===== config.mk =====
export PLATFORM = sky130hd
export DESIGN_NAME = hqm_mem_init_seq
export DESIGN_NICKNAME = d
export VERILOG_FILES = /design/src/rtl/hqm_mem_init_seq_pkg.sv /design/src/rtl/hqm_mem_init_seq.sv
export SDC_FILE = /design/constraint.sdc
export NUM_CORES = 1
export LEC_CHECK = 0
export CORE_ASPECT_RATIO = 1.1
export CORE_MARGIN = 3
export CORE_UTILIZATION = 24
export DETAILED_ROUTE_END_ITERATION = 10
export PLACE_DENSITY = 0.88
export SLEW_MARGIN = 25
export SYNTH_ARGS = -nofsm -noshare
export SYNTH_HDL_FRONTEND = slang
export SYNTH_SLANG_ARGS = --single-unit

===== constraint.sdc =====
create_clock -name clk -period 1.85 [get_ports clk]
set_clock_uncertainty 0.15 [all_clocks]
set_input_delay 0.555 -clock clk [delete_from_list [all_inputs] [get_ports clk]]
set_output_delay 0.555 -clock clk [all_outputs]
set_load 0.1 [all_outputs]

===== src/rtl/hqm_mem_init_seq_pkg.sv =====
// Shared types for the memory init sequencer: FSM state encoding.
package hqm_mem_init_seq_pkg;

  typedef enum logic [1:0] {
    SETTLE = 2'd0,
    INIT   = 2'd1,
    DONE   = 2'd2
  } state_t;

endpackage


===== src/rtl/hqm_mem_init_seq.sv =====
// Memory init sequencer: settle after reset, sweep every RAM word with INIT_VAL,
// then hand the RAM port to the functional requester. reinit_req repeats the sweep.
module hqm_mem_init_seq
  import hqm_mem_init_seq_pkg::*;
#(
  parameter int                DEPTH      = 256,
  parameter int                DWIDTH     = 32,
  parameter int                SETTLE_CYC = 4,
  parameter logic [DWIDTH-1:0] INIT_VAL   = '0,
  localparam int               AWIDTH     = $clog2(DEPTH)
) (
  input  logic              clk,
  input  logic              rst,
  input  logic              reinit_req,
  input  logic              func_we,
  input  logic              func_re,
  input  logic [AWIDTH-1:0] func_addr,
  input  logic [DWIDTH-1:0] func_wdata,
  output logic              func_ready,
  output logic [DWIDTH-1:0] func_rdata,
  output logic              mem_we,
  output logic              mem_re,
  output logic [AWIDTH-1:0] mem_addr,
  output logic [DWIDTH-1:0] mem_wdata,
  input  logic [DWIDTH-1:0] mem_rdata,
  output logic              init_busy,
  output logic              init_done,
  output logic [1:0]        dbg_state
);

  localparam int                SWIDTH      = (SETTLE_CYC > 1) ? $clog2(SETTLE_CYC) : 1;
  localparam logic [SWIDTH-1:0] SETTLE_LAST = SWIDTH'(SETTLE_CYC - 1);
  localparam logic [AWIDTH-1:0] ADDR_LAST   = AWIDTH'(DEPTH - 1);

  state_t            state;
  logic [SWIDTH-1:0] settle_cnt;
  logic [AWIDTH-1:0] addr_cnt;

  // Handshake: func_ready high means func_we/func_re/func_addr/func_wdata reach
  // the RAM this same cycle; while low, strobes are dropped and must be held.
  always_ff @(posedge clk or posedge rst) begin
    if (rst) begin
      state      <= SETTLE;
      settle_cnt <= '0;
      addr_cnt   <= '0;
    end else begin
      case (state)
        SETTLE: begin
          if (settle_cnt == SETTLE_LAST) begin
            state      <= INIT;
            settle_cnt <= '0;
            addr_cnt   <= '0;
          end else begin
            settle_cnt <= settle_cnt + 1'b1;
          end
        end
        INIT: begin
          addr_cnt <= addr_cnt + 1'b1;
          if (addr_cnt == ADDR_LAST) state <= DONE;
        end
        DONE: begin
          // Re-init skips the settle interval; this cycle's access still lands.
          if (reinit_req) begin
            state    <= INIT;
            addr_cnt <= '0;
          end
        end
        default: state <= SETTLE;
      endcase
    end
  end

  // RAM side is a pure decode of state so reset drops strobes without a clock.
  always_comb begin
    mem_we     = 1'b0;
    mem_re     = 1'b0;
    mem_addr   = '0;
    mem_wdata  = INIT_VAL;
    func_rdata = '0;
    case (state)
      INIT: begin
        mem_we   = 1'b1;
        mem_addr = addr_cnt;
      end
      DONE: begin
        mem_we     = func_we;
        mem_re     = func_re;
        mem_addr   = func_addr;
        mem_wdata  = func_wdata;
        func_rdata = mem_rdata;
      end
      default: ;
    endcase
  end

  assign func_ready = (state == DONE);
  assign init_done  = (state == DONE);
  assign init_busy  = (state != DONE);
  assign dbg_state  = state;

endmodule


==> results.tsv <==
stage	metric	value	unit
cells_and_area	antennaDiodeCount	0	
worst_setup_path	end_kind	primary output	
clock_tree	clk_latency	0.26	ns
clock_tree	numCtsBuffers	3	
worst_setup_path	slowest_delay	0.52	ns
placed_design	dp_cells	387	
grt	grt.overflow.total	0	
route	vias_per_cell	5.56	
status	violations	setup timing	
status	status	finished, violations left	
power	power_density	167	mW/mm^2
cells_and_area	final_cells	403	
worst_setup_path	critPathArrivalTime	1.75	ns
timing	hold_viol_final	0	
die	ios	156	
clock_tree	cts_sinks	12	
cells_and_area	syn_to_final_growth	262	%
worst_setup_path	startpoint_type	flip-flop	
clock_tree	cts_buffer_depth	2	
die	core-area	0.00485	mm^2
yosys	mappedNetlistArea	0.00125	mm^2
cells_and_area	drive_above_1_share	65.1	%
timing	period_minus_slack	2.46	ns
die	die_area	0.00613	mm^2
power	power_switching	0.165	mW
route	wl_per_cell	29.9	um
clock_tree	htree_levels	1	
timing	finalMaxSlewViolations	0	
worst_setup_path	cp_common_cell	buf_12	
route	wirelength	12100	um
grt	grt_pass1_vias	2323	
route	firstDrtPassIters	4	
power	comb_power_share	25.2	%
timing	max_clock_freq	0.407	GHz
placed_design	dpl-instance-area	0.00412	mm^2
yosys	synth.distinct_cells	33	
placed_design	gp_congestion	0.895	
route	ant_nets	0	
yosys	syn_inst	165	
power	peakVddDrop	0.565	mV
grt	grt_pass1_wl	14500	um
die	start_util	25.9	%
placed_design	dp_hpwl	6910	um
yosys	synth_nets	248	
die	die_h	81.8	um
route	drt_iter0_drc	134	
cells_and_area	nNetsFinal	431	
power	p_int	0.592	mW
yosys	avgSynthCellArea	7.61	um^2
grt	grtUsageTotal	32.8	%
timing	setup_viol	89	
power	swShare	21.8	%
cells_and_area	final_core_util	93.6	%
worst_setup_path	path_max_fanout	7	
clock_tree	cts-root-buf	clkbuf_8	
grt	antenna_found_initial	0	
power	p_leak	1.97	nW
route	drc	0	
clock_tree	clk_pin_slew	0.05	ns
timing	slew_headroom	66.9	%
die	rows	26	
run	cap_violations	0	
hold_path	holdCritPathClass	flip-flop to flip-flop	
timing	fin_crit_sh	133	%
clock_tree	cts_tree	yes	
die	die_w	74.9	um
yosys	synth-warning-count	0	
timing	grt_setup_unrepaired	yes	
power	seqPwrFrac	34.7	%
timing	hold-worst-slack	0.365	ns
timing	worstMarginPinSlew	0.497	ns
worst_setup_path	required	1.14	ns
cells_and_area	num-fill-cells	112	
timing	fin_ws	-0.609	ns
yosys	seq_area_frac_synth	23.9	%
worst_setup_path	crit_path_cell_trace	inv_4 > ha_4 > buf_12 > buf_6 > a22oi_2 > nor2b_4 > buf_12	
cells_and_area	design_area	0.00454	mm^2
placed_design	numPortBuffers	155	
cells_and_area	multiInputGateArea	0.00130	mm^2
worst_setup_path	worst_path_max_delay_cell	dfrtp_4	
route	num_vias	2239	
cells_and_area	seqCellArea	308	um^2
power	finalPower	0.757	mW
grt	grt_max_degree	17	
yosys	synth_seq_cells	12	
power	clkPwrFrac	40.2	%
worst_setup_path	crit_type	flip-flop to primary output	
[state kept, by name, summed over array words and instances, names as in the netlist]
register,cells
settle_cnt,2
dbg_state,2
addr_cnt,8
[through the flow]
step	worst slack (ns)	setup TNS [ns]
after detailed placement	-0.377	-21.42
after global placement	-0.357	-18.04
after CTS	-0.505	-35.21
after global routing	-0.637	-44.32
after floorplan	-0.849	-56.47
final	-0.609	-42.17
[synthesized netlist by cell type (all sizes together)]
cell | instances | area (um^2)
nand4 | 1 | 6.26
o31ai | 3 | 22.5
mux2 | 1 | 11.3
inv | 6 | 22.5
a21oi | 2 | 10.0
dfrtp | 12 | 300
nor2 | 3 | 11.3
o22a | 1 | 8.76
ha | 6 | 75.1
and2 | 66 | 413
nand3 | 4 | 20.0
nand2 | 9 | 33.8
nand3b | 1 | 7.51
o41ai | 2 | 17.5
clkbuf | 10 | 37.5
mux2i | 1 | 10.0
or2 | 2 | 12.5
a21boi | 2 | 15.0
buf | 3 | 20.0
and3 | 1 | 6.26
o21a | 2 | 15.0
o221ai | 1 | 8.76
a211o | 1 | 8.76
a31oi | 1 | 6.26
o21ai | 9 | 45.0
o211ai | 1 | 12.5
a22oi | 6 | 45.0
nor2b | 7 | 43.8
nand2b | 1 | 8.76
[metal layers]
metal	share of wire (%)	routed length (um)	global-route usage, %	vias up
met5	0	0	0	-
met4	5.9	716	15.7	0
met3	8.4	1010	5.88	56
met2	55	6610	64.1	179
met1	31	3720	32.3	1093
li1	-	-	-	911
[power by group through the flow]
stage / Clock [mW] / Combinational (mW) / Sequential (mW)
after floorplan: 0 / 0.00403 / 0.267
after global placement: 0 / 0.168 / 0.267
after detailed placement: 0 / 0.174 / 0.267
after CTS: 0.289 / 0.178 / 0.263
after global routing: 0.316 / 0.196 / 0.262
final: 0.304 / 0.191 / 0.262
[cell usage in the layout, fill, tap and decap left out, drive strengths merged, types with 3 or more instances in the layout]
cell / count
and2: 66
inv: 6
ha: 6
a22oi: 6
clkbuf: 4
clkdlybuf4s50: 76
o31ai: 3
nor2b: 7
nand3: 4
buf: 115
nor2: 3
nand2: 9
dfrtp: 12
o21ai: 9
[cell families (layout without fill, tap and decap cells)]
logic type / count (synthesis) / count (layout) / share of synthesized area, %
adder cells (fa/ha/maj): 6 / 6 / 5.98
AND/OR/NAND/NOR: 95 / 95 / 44.9
multiplexers: 2 / 2 / 1.69
buffers and inverters: 19 / 201 / 6.38
AO/OA/AOI/OAI: 31 / 31 / 17.1
flip-flops: 12 / 12 / 23.9
[final cells by class]
| cell class | instances | share of cell area [%] |
|---|---|---|
| Timing Repair Buffer | 191 | 61.0 |
| Multi-Input combinational cell | 134 | 28.7 |
| Sequential cell | 12 | 6.78 |
| Tap cell | 56 | 1.54 |
| Clock buffer | 4 | 1.21 |
| Inverter | 6 | 0.717 |
[final timing paths]
check	end	slack (ns)	cells past startpoint	start
max in group asynchronous	dbg_state[1]$_DFFE_PP0P_	0.66	2	rst
min reg2reg	settle_cnt[1]$_DFFE_PP0P_	0.37	1	settle_cnt[1]$_DFFE_PP0P_
max reg2reg	addr_cnt[6]$_DFFE_PP0P_	-0.24	5	addr_cnt[0]$_DFFE_PP0P_
min	settle_cnt[1]$_DFFE_PP0P_	0.37	1	settle_cnt[1]$_DFFE_PP0P_
min in group asynchronous	addr_cnt[6]$_DFFE_PP0P_	0.50	2	rst
max	mem_addr[4]	-0.61	7	dbg_state[0]$_DFFE_PP0P_
[worst max-delay path, delay by kind of cell (launching register included)]
kind                     cells  cell delay [ns]
buffers and inverters        4             0.55
AO/OA/AOI/OAI                1             0.08
AND/OR/NAND/NOR              1             0.19
adder cells (fa/ha/maj)      1             0.16
flip-flops                   1             0.52
[repair_timing]
action	CTS	global route
endpoints found under the setup margin	85	89
setup buffers	10	0
gates cloned	3	0
hold buffers	0	0
gates resized for setup	43	14
pin swaps	10	5
Power figures use the tool's default switching activity.
